## config.mk

```make
export PLATFORM = sky130hd
export DESIGN_NAME = seq_mult_ctrl
export DESIGN_NICKNAME = d
export VERILOG_FILES = /design/src/rtl/seq_mult_pkg.sv /design/src/rtl/mux2.sv /design/src/rtl/seq_mult_ctrl.sv
export SDC_FILE = /design/constraint.sdc
export NUM_CORES = 1
export LEC_CHECK = 0
export BUFFER_PORTS_ARGS = -buffer_cell sky130_fd_sc_hd__clkbuf_2
export CORE_MARGIN = 2
export CORE_UTILIZATION = 40
export DETAILED_ROUTE_END_ITERATION = 16
export GPL_TIMING_DRIVEN = 0
export HOLD_SLACK_MARGIN = 0.02
export SYNTH_ARGS = -nofsm -noshare
export SYNTH_HDL_FRONTEND = slang
export SYNTH_HIERARCHICAL = 1
export SYNTH_SLANG_ARGS = --single-unit
export TNS_END_PERCENT = 1
```

## constraint.sdc

```tcl
create_clock -name clk -period 2.54 [get_ports clk]
set_input_delay 0.127 -clock clk [delete_from_list [all_inputs] [get_ports clk]]
set_output_delay 0.127 -clock clk [all_outputs]
set_load 0.005 [all_outputs]
```

## src/rtl/seq_mult_pkg.sv

```systemverilog
// Shared types for the sequential shift-and-add multiplier.
package seq_mult_pkg;
   typedef enum logic [1:0] {IDLE, RUN, DONE} mult_state_t;
   localparam int MAX_WIDTH = 32;
endpackage

```

## src/rtl/mux2.sv

```systemverilog
// Two-input word multiplexer: y = s ? d1 : d0.
module mux2 #(
   parameter int WIDTH = 8
) (
   input  logic [WIDTH-1:0] d0,
   input  logic [WIDTH-1:0] d1,
   input  logic             s,
   output logic [WIDTH-1:0] y
);
   assign y = s ? d1 : d0;
endmodule

```

## src/rtl/seq_mult_ctrl.sv

```systemverilog
// Sequential shift-and-add unsigned multiplier, one multiplier bit per clock.
// Optional macro SEQ_MULT_EARLY_TERM_EN finishes as soon as the remaining multiplier bits are zero.
module seq_mult_ctrl
   import seq_mult_pkg::*;
#(
   parameter int WIDTH = 8
) (
   input  logic               clk,
   input  logic               reset_n,
   input  logic               start,
   input  logic [WIDTH-1:0]   mcand,
   input  logic [WIDTH-1:0]   mplier,
   output logic               busy,
   output logic               done,
   output logic [2*WIDTH-1:0] product
);
   localparam int CW = $clog2(WIDTH+1);

   mult_state_t        state, state_n;
   logic [WIDTH-1:0]   a, a_n, q, q_n, m, m_n;
   logic [CW-1:0]      cnt, cnt_n;
   logic [WIDTH-1:0]   addend;
   logic [WIDTH:0]     sum;
   logic [2*WIDTH-1:0] shifted, prod_n;
   logic               busy_n, done_n;
`ifdef SEQ_MULT_EARLY_TERM_EN
   logic [WIDTH-1:0]   rest;
`endif

   mux2 #(.WIDTH(WIDTH)) u_addend_mux (
      .d0 ('0),
      .d1 (m),
      .s  (q[0]),
      .y  (addend)
   );

   assign sum     = {1'b0, a} + {1'b0, addend};
   assign shifted = {sum, q[WIDTH-1:1]};

   always_comb begin
      state_n = state;
      a_n     = a;
      q_n     = q;
      m_n     = m;
      cnt_n   = cnt;
`ifdef SEQ_MULT_EARLY_TERM_EN
      rest    = '0;
`endif
      case (state)
         IDLE: begin
            if (start) begin
               a_n     = '0;
               q_n     = mplier;
               m_n     = mcand;
               cnt_n   = CW'(WIDTH);
               state_n = RUN;
            end
         end
         RUN: begin
            {a_n, q_n} = shifted;
            cnt_n      = cnt - 1'b1;
            if (cnt == CW'(1)) state_n = DONE;
`ifdef SEQ_MULT_EARLY_TERM_EN
            // Bit 0 is consumed this edge anyway; if every bit still pending above it is
            // zero, the remaining iterations are pure shifts and collapse into one.
            rest = (q >> 1) & ~({WIDTH{1'b1}} << (cnt - 1'b1));
            if (rest == '0) begin
               {a_n, q_n} = shifted >> (cnt - 1'b1);
               cnt_n      = '0;
               state_n    = DONE;
            end
`endif
         end
         DONE:    state_n = IDLE;
         default: state_n = IDLE;
      endcase
      busy_n = (state_n != IDLE);
      done_n = (state_n == DONE);
      prod_n = product;
      // Capture the final {A,Q} on entry to DONE so product is valid alongside done.
      if (state == RUN && state_n == DONE) prod_n = {a_n, q_n};
   end

   always_ff @(posedge clk or negedge reset_n) begin
      if (!reset_n) begin
         state   <= IDLE;
         a       <= '0;
         q       <= '0;
         m       <= '0;
         cnt     <= '0;
         busy    <= 1'b0;
         done    <= 1'b0;
         product <= '0;
      end else begin
         state   <= state_n;
         a       <= a_n;
         q       <= q_n;
         m       <= m_n;
         cnt     <= cnt_n;
         busy    <= busy_n;
         done    <= done_n;
         product <= prod_n;
      end
   end
endmodule
```

Word-level counts from Yosys, hierarchy flattened
Cells that the tools add are included.
Word-level totals
  input bits: 19
  output and inout bits: 18
  bits in registers: 48
  word-level logic and storage cells: 30
Cells by class
  mux-type cells: 10
  reductions and logical operators: 6
  equality and inequality tests: 4
  add/subtract/negate cells: 2
Operator list (count)
  $pmux 8 s2: 2
  $mux 8: 3
  $add 8x8->9: 1
  $pmux 4 s2: 1
  $eq 4x1->1 const B: 1
  $mux 2: 2
  $mux 4: 1
  $pmux 2 s2: 1
  $reduce_and 2->1: 2
  $reduce_bool 2->1: 2
  $sub 4x1->4 const B: 1
  $eq 2x1->1 const B: 1
  $eq 2x2->1 const B: 1
  $logic_not 2->1: 1
  $ne 2x2->1 const B: 1
  $logic_and 1x1->1: 1

Longest topological paths before layout
Gate-level depths: netlist (run 1).
  depth in word-level cells: 5
  mapped depth: 10

Cells and area by module
The synthesis (run 1) kept the hierarchy.
By module, submodules not included
  seq_mult_ctrl: cells an instance 197, seq. area each 1201.2 µm², times used 1, area an instance 2185.8 µm²
  mux2: cells an instance 9, seq. area each 0.0 µm², times used 1, area an instance 131.4 µm²

Worst setup path after synthesis (run 1)
Ideal clock, no wire load.
  path kind: register -> register
  start: register q[0]
  end: register product[15]
  data required time: 2415 ps
  stages on the path, launching flop included: 11
  library setup time: 125 ps
  slack: 352 ps
  data arrival time: 2063 ps
  cell sequence: dfrtp_1 buf_6 mux2_4 ha_1 inv_1 fa_1 nand2b_1 a21oi_1 a211oi_2 o221ai_1 mux2_2
Between the ends
  word-level cells in the longest chain between the ends: 3
RTL lines
  start, declared: line seq_mult_ctrl.sv:20  | logic [WIDTH-1:0] a, a_n, q, q_n, m, m_n;
  start signal, assigned: line seq_mult_ctrl.sv:97  | q <= q_n;
  $mux 8: line mux2.sv:10  | assign y = s ? d1 : d0;
  via addend[0]: line seq_mult_ctrl.sv:22  | logic [WIDTH-1:0] addend;
  $add 8x8->9: line seq_mult_ctrl.sv:37  | assign sum = {1'b0, a} + {1'b0, addend};
  $pmux 8 s2: line seq_mult_ctrl.sv:49  | case (state)
  via a_n[7]: line seq_mult_ctrl.sv:20
  end signal, assigned: line seq_mult_ctrl.sv:102  | product <= prod_n;
  end, declared: line seq_mult_ctrl.sv:15  | output logic [2*WIDTH-1:0] product
The timed path passes the listed nets, and every way through them passes these cells.
A chain may end at the register's enable or synchronous reset.

Final worst setup path (run 1)
Same ends and word-level chain as after synthesis.

==> results of run 1 <==
## logic make-up after synthesis
group | Yosys count | share of synthesized area (%)
flip-flops | 48 | 51.8
XOR/XNOR | 7 | 2.65
buffers and inverters | 17 | 4.00
AO/OA/AOI/OAI | 45 | 12.8
other | 1 | 0.162
adder cells (fa/ha/maj) | 11 | 6.26
multiplexers | 21 | 11.5
AND/OR/NAND/NOR | 56 | 10.8
## flip-flops by register name (all words and copies together) (netlist names)
signal and count:
product 16, a 8, m 8, q 8
cnt 4, state 2, busy 1, done 1
## final cells by class
| type | count | area share, % |
|---|---|---|
| sequential | 48 | 43.8 |
| multi-input combinational | 148 | 38.5 |
| timing repair buffer | 38 | 7.66 |
| tap | 72 | 3.28 |
| clock buffer | 6 | 3.01 |
| buffer | 9 | 2.28 |
| inverter | 8 | 1.09 |
| clock inverter | 2 | 0.365 |
## cells in the mapped netlist, drive strengths merged (3+ instances only)
cell,number
dfrtp,48
nand2,25
mux2,21
nor2,20
o21ai,14
a21oi,10
ha,10
buf,8
inv,8
a22oi,7
xor2,4
nand2b,3
xnor2,3
## per-layer routing
layer,share of wire [%],wire (um),global-route usage (%),vias to the layer above
met5,0,0,0,-
met2,44,2040,25.1,28
met1,50,2310,22.1,759
li1,-,-,-,804
met4,0.87,40,4.58,0
met3,4.3,197,4.83,6
## cell usage in the layout (no fill, tap or decap), types with 2 or more instances in the layout
cell / instances
nor2_1: 20
mux2_4: 8
xnor2_1: 3
a21oi_1: 10
inv_1: 6
o22ai_1: 2
xor2_1: 4
nand2_1: 24
o21ai_0: 13
conb_1: 8
o211ai_1: 2
nand2b_1: 3
clkbuf_8: 6
buf_2: 5
ha_1: 10
clkbuf_2: 36
buf_4: 2
a22oi_1: 7
clkinv_2: 2
inv_2: 2
mux2_2: 13
buf_6: 2
dfrtp_1: 48
## power by group through the flow
stage	Clock (mW)	Sequential (mW)	Combinational, mW
5_1_grt	0.527	1.41	2.11
3_5_place_dp	0	1.38	1.85
3_3_place_gp	0	1.37	1.83
2_1_floorplan	0	1.35	1.38
6_report	0.470	1.36	1.88
4_1_cts	0.494	1.36	1.88
## through the flow
| stage | hold slack (ns) | std cells | util (%) | power, mW | setup WS (ns) |
|---|---|---|---|---|---|
| after global routing | 0.0421 | 331 | 49.5 | 4.06 | 0.0472 |
| after detailed placement | 0.364 | 321 | 47.2 | 3.23 | 0.152 |
| final | 0.0509 | 331 | 49.5 | 3.71 | 0.209 |
| after CTS | 0.0429 | 329 | 48.8 | 3.73 | 0.119 |
| after global placement | 0.361 | 321 | 47.2 | 3.21 | 0.162 |
| after floorplan | -0.169 | 213 | - | 2.73 | 0.352 |
## what timing repair did
action                                 CTS  global route
setup buffers                            0             0
setup endpoints to repair                0             1
hold buffers                             0             1
gates resized for setup                  0             1
endpoints found under the hold margin    0            17
## worst max-delay path by stage
stage / startpoint / to / slack [ns] / depth (start not counted)
after floorplan: q[0] / product[15] / 0.35 / 10
after global placement: q[0] / product[15] / 0.16 / 10
after detailed placement: q[0] / product[15] / 0.15 / 10
after CTS: q[0] / product[15] / 0.12 / 10
after global routing: q[0] / product[15] / 0.05 / 10
final: q[0] / product[15] / 0.21 / 10
==> flow_summary_export.csv, run 1 <==
group,metric,value,unit
global_route,grt_pass1_wl,7.89,mm
drt,wl_per_cell,13.9,um
drt,avgViaCountPerCell,4.82,
layout,multi_input_comb_area,1060,sq um
worst_hold_path,min-delay-start,"mcand[4]",
sta,max_freq,0.429,GHz
cts,htreeDepth,2,
synth,synth_top_flop_cell,"dfrtp_1",
sta,fin_crit,2.33,ns
worst_hold_path,hold_depth,2,
synth,avgSynthCellArea,11.2,sq um
cts,cts_tree,"yes",
floorplan,die-area,6420,sq um
critical_path,worstPathArrival,2.52,ns
sta,rsz0062_at_grt,"no",
synth,yosysUniqueCellTypes,42,
layout,drive_above_1_share,32.8,%
drt,drtAntennaViolNets,0,
synth,ys_warn_count,6,
global_route,grt_usage,16.2,%
power_and_ir_drop,pwr-share-clk,12.7,%
critical_path,path_class,"reg -> reg",
layout,num-fill-cells,532,
synth,async_reset_ff_share,100,%
sta,period_share,91.8,%
worst_hold_path,hold_path_end,"m[4]",
power_and_ir_drop,p_sw_share,38.5,%
critical_path,r2r-end,"product[15]",
global_route,grt_max_degree,49,
worst_hold_path,hold_class,"in -> reg",
power_and_ir_drop,seqPwrFrac,36.7,%
placed_design,place_hpwl,3.23,mm
power_and_ir_drop,combPwrFrac,50.6,%
cts,clock_path_buffers,2,
synth,synth-edff-count,0,
critical_path,worst_setup_path_end_kind,"flop",
power_and_ir_drop,p_leak,1.33,nW
floorplan,die-width,80.1,um
power_and_ir_drop,ir_drop,0.465,mV
cts,clk_latency,0.30,ns
global_route,grt_pass1_vias,1622,
synth,synth-seq-area-share,51.8,%
critical_path,worstPathRequired,2.73,ns
synth,netlist_instances,206,
layout,area_growth,18.4,%
drt,drc,0,
power_and_ir_drop,power.switching,1.43,mW
power_and_ir_drop,intPower,2.28,mW
critical_path,cp_top_family,"multiplexers",
critical_path,slowest_stage,"dfrtp_1",
synth,yosys.area.top_type_share,51.8,%
cts,cts_root_buffer,"clkbuf_8",
sta,finalMaxSlewViolations,0,
drt,drt_iter0_markers,80,
synth,ys_ff_latch,48,
cts,cts.sinks,48,
layout,final_area,2740,sq um
global_route,grt-ovfl-total,0,
layout,diodes,0,
cts,path_clk_slew,0.09,ns
placed_design,place_area,2610,sq um
sta,fin_skew,0.00473,ns
critical_path,worst-path-buf-inv,2,
sta,setup_violations,0,
sta,tns,0,ns
floorplan,die_h,80.1,um
critical_path,rrSetupSlack,0.21,ns
synth,yosys.area.top_type,"dfrtp_1",
drt,drt-total-wl,4.60,mm
critical_path,startpoint_type,"flop",
synth,syn_area,2320,sq um
critical_path,reg2reg_depth,10,
floorplan,ios,37,
sta,hold_violations,0,
critical_path,worstPathCellList,"buf_6, mux2_4, ha_1, inv_1, fa_1, nand2b_1, a21oi_1, a211oi_2, o221ai_2, mux2_2",
layout,final-seq-area,1200,sq um
floorplan,rows,27,
drt,vias,1597,
global_route,grt_antenna_before_repair,0,
critical_path,crit_fanout,8,
placed_design,port_buffers,36,
layout,nets,288,
drt,first_pass_iters,4,
cts,numCtsBuffers,5,
power_and_ir_drop,p_per_area,1350,nW/um^2
critical_path,regToRegStartpoint,"q[0]",
critical_path,max_stage_delay,0.40,ns
floorplan,core_area,5540,sq um
run,cap_violations,0,
placed_design,gp_congestion,0.769,
run_status,status,"finished clean",
synth,synthTopCellsByArea,"dfrtp_1, mux2_2, ha_1, mux2_4, nand2_1",
floorplan,start_util,41.8,%
Power figures use the tool's default switching activity.
==> inputs of run 2 (changes only) <==
--- a/config.mk
+++ b/config.mk
@@ -5,12 +5,12 @@
 export SDC_FILE = /design/constraint.sdc
 export NUM_CORES = 1
 export LEC_CHECK = 0
+export ABC_AREA = 1
 export BUFFER_PORTS_ARGS = -buffer_cell sky130_fd_sc_hd__clkbuf_2
 export CORE_MARGIN = 2
 export CORE_UTILIZATION = 40
 export DETAILED_ROUTE_END_ITERATION = 16
 export GPL_TIMING_DRIVEN = 0
-export HOLD_SLACK_MARGIN = 0.02
 export SYNTH_ARGS = -nofsm -noshare
 export SYNTH_HDL_FRONTEND = slang
 export SYNTH_HIERARCHICAL = 1
==> run 2 against run 1 <==
Worst hold slack worse by 0.035 ns. Cell count rose by 27%. Combinational power increased by 11%. Critical path depth increased by 4. Synthesized cell count grew 41%. Non-clock buffer count fell by 1. Sequential power is 3% lower. Routed wire length grew 12%. Highest routed layer unchanged.
==> flow_summary_export.csv, run 2 <==
group,metric,value,unit
synth,synthXorXnorAreaFrac,0.362,%
critical_path,reg2reg_depth,14,
synth,netlist_instances,291,
worst_hold_path,hold_path_end,"m[7]",
floorplan,ios,37,
global_route,grt_antenna_before_repair,0,
critical_path,crit_top_cell,"nand2_1",
floorplan,die-width,81.8,um
run,cap_violations,0,
layout,nets,373,
critical_path,rrSetupSlack,0.60,ns
cts,cts.sinks,48,
critical_path,crit_fanout,9,
power_and_ir_drop,power,3.90,mW
power_and_ir_drop,p_leak,1.63,nW
global_route,grt_pass1_wl,8.78,mm
critical_path,path_class,"reg -> reg",
sta,hold_violations,0,
synth,synthTopCellsByArea,"dfrtp_1, nand2_1, ha_1, inv_1, buf_6",
global_route,grt_usage,17.5,%
cts,cts_setup_buffers,0,
drt,drc,0,
drt,drt_iter0_markers,64,
run_status,status,"finished clean",
placed_design,place_hpwl,3.63,mm
synth,synth-edff-count,0,
synth,yosys.area.top_type_share,49.7,%
placed_design,place_inst,409,
power_and_ir_drop,seqPwrFrac,33.9,%
sta,rsz0062_at_grt,"no",
floorplan,die-area,6680,sq um
synth,ys_ff_latch,48,
sta,max_freq,0.516,GHz
synth,async_reset_ff_share,100,%
floorplan,rows,28,
cts,cts.repair.resized,0,
floorplan,core_area,5890,sq um
synth,synthAdderAreaFrac,6.00,%
power_and_ir_drop,p_per_area,1370,nW/um^2
synth,ys_warn_count,6,
synth,yosysMostFrequentCell,"nand2_1",
sta,setup_violations,0,
cts,htreeDepth,2,
critical_path,startpoint_type,"flop",
synth,yosysUniqueCellTypes,30,
drt,avgViaCountPerCell,4.49,
drt,drtAntennaViolNets,0,
drt,vias,1883,
sta,fin_crit,1.94,ns
cts,numCtsBuffers,5,
sta,fin_skew,0.00814,ns
synth,syn_area,2420,sq um
layout,drive_above_1_share,20.1,%
cts,clk_latency,0.30,ns
synth,synth_top_family_by_area,"simple AND/OR/NAND/NOR gates",
cts,cts_root_buffer,"clkbuf_8",
power_and_ir_drop,pwr-share-clk,12.4,%
critical_path,max_stage_delay,0.40,ns
floorplan,die_h,81.8,um
synth,synthTopCellsByCount,"nand2_1, dfrtp_1, inv_1",
layout,final_common_cell,"nand2_1",
power_and_ir_drop,intPower,2.20,mW
drt,wl_per_cell,12.2,um
cts,clock_path_buffers,2,
sta,finalMaxSlewViolations,0,
cts,ctsHoldBuffers,0,
critical_path,worstPathRequired,2.74,ns
worst_hold_path,hold_class,"in -> reg",
layout,layout_common_cells,"nand2_1, dfrtp_1, clkbuf_2",
layout,stdcell_count,419,
synth,yosys.area_share.simple,26.5,%
critical_path,worstPathCellList,"buf_6, nand2_1, nand2_1, ha_1, inv_1, fa_1, inv_1, nand2_1, nand3_2, nand2_1, nand3_1, nand2_1, nand2_1, nand2_1",
worst_hold_path,hold_depth,3,
layout,regMostFlops,"product",
critical_path,r2r-end,"product[13]",
sta,tns,0,ns
critical_path,worst_setup_path_end_kind,"flop",
drt,first_pass_iters,4,
synth,muxShareOfSynthArea,0,%
cts,cts_tree,"yes",
global_route,grt-ovfl-total,0,
global_route,grt_pass1_vias,1854,
critical_path,regToRegStartpoint,"q[0]",
synth,avgSynthCellArea,8.31,sq um
critical_path,slowest_stage,"fa_1",
layout,diodes,0,
global_route,grt_max_degree,49,
power_and_ir_drop,ir_drop,0.551,mV
placed_design,gp_congestion,0.758,
worst_hold_path,min-delay-start,"mcand[7]",
drt,drt-total-wl,5.13,mm
sta,period_share,76.3,%
cts,path_clk_slew,0.09,ns
power_and_ir_drop,power.switching,1.70,mW
synth,synth_compound_area_share,8.74,%
power_and_ir_drop,combPwrFrac,53.7,%
floorplan,start_util,41.1,%
synth,synth-seq-area-share,49.7,%
placed_design,port_buffers,36,
synth,synth_top_flop_cell,"dfrtp_1",
layout,area_growth,17.5,%
layout,largest_register_ffs,16,
synth,yosys.area.top_type,"dfrtp_1",
power_and_ir_drop,p_sw_share,43.6,%
critical_path,worstPathArrival,2.14,ns
run 2: changes by cell type after synthesis, sizes merged, moves of 3 or more:
| cell | previous run | this run |
|---|---|---|
| nand2 | 25 | 143 |
| inv | 8 | 31 |
| mux2 | 21 | 0 |
| nor2 | 20 | 7 |
| a22oi | 7 | 0 |
| nand3 | 1 | 7 |
| a21oi | 10 | 6 |
| xor2 | 4 | 0 |
| a21o | 2 | 5 |
| nand2b | 3 | 0 |
| o21ai | 14 | 11 |
| o22ai | 2 | 5 |
run 2: logic make-up after synthesis:
logic type | after synthesis
XOR/XNOR | 1
other | 1
AO/OA/AOI/OAI | 32
buffers and inverters | 39
AND/OR/NAND/NOR | 159
flip-flops | 48
adder cells (fa/ha/maj) | 11
run 2: final cells by class:
class                           count  area (sq um)
Clock inverter                      1          7.51
Sequential cell                    48          1200
Fill cell                         583          3040
Buffer                              8          83.8
Multi-Input combinational cell    211          1040
Clock buffer                        7          86.3
Tap cell                           75          93.8
Timing Repair Buffer               38           210
Inverter                           31           124
run 2: metrics by stage:
| step | utilization, % | hold slack [ns] | setup slack, ns | area, sq um |
|---|---|---|---|---|
| after floorplan | - | -0.169 | 0.851 | 2440 |
| after global placement | 46.2 | 0.325 | 0.634 | 2720 |
| after detailed placement | 46.2 | 0.325 | 0.625 | 2720 |
| after CTS | 47.8 | 0.00620 | 0.586 | 2810 |
| after global routing | 48.3 | 0.0129 | 0.438 | 2840 |
| final | 48.3 | 0.0155 | 0.601 | 2840 |
run 2: worst max-delay path by stage:
stage               startpoint           to  slack (ns)  depth (start not counted)
CTS                       q[0]  product[13]        0.59                         14
finish                    q[0]  product[13]        0.60                         14
global route              q[0]  product[13]        0.44                         14
floorplan                 q[0]  product[13]        0.85                         14
global placement          q[0]  product[13]        0.63                         14
detailed placement        q[0]  product[13]        0.63                         14
run 2: metal layers:
layer / GRT usage, % / vias up / share of wire, % / wire [um]
met4: 6.50 / 0 / 1.7 / 85
met2: 25.9 / 27 / 42 / 2170
met5: 0 / - / 0 / 0
met3: 2.86 / 7 / 2.2 / 111
li1: - / 1010 / - / -
met1: 25.6 / 839 / 54 / 2760
run 2: critical path, delay by kind of cell, from the launching register on:
family / cells / cell delay, ns
adder cells (fa/ha/maj): 2 / 0.57
buffers and inverters: 3 / 0.29
flip-flops: 1 / 0.37
AND/OR/NAND/NOR: 9 / 0.61
run 2: power by group through the flow:
| stage | Combinational (mW) | Clock (mW) | Sequential [mW] |
|---|---|---|---|
| 2_1_floorplan | 1.53 | 0 | 1.32 |
| 3_3_place_gp | 2.06 | 0 | 1.33 |
| 3_5_place_dp | 2.08 | 0 | 1.34 |
| 4_1_cts | 2.10 | 0.496 | 1.33 |
| 5_1_grt | 2.44 | 0.526 | 1.37 |
| 6_report | 2.09 | 0.484 | 1.32 |
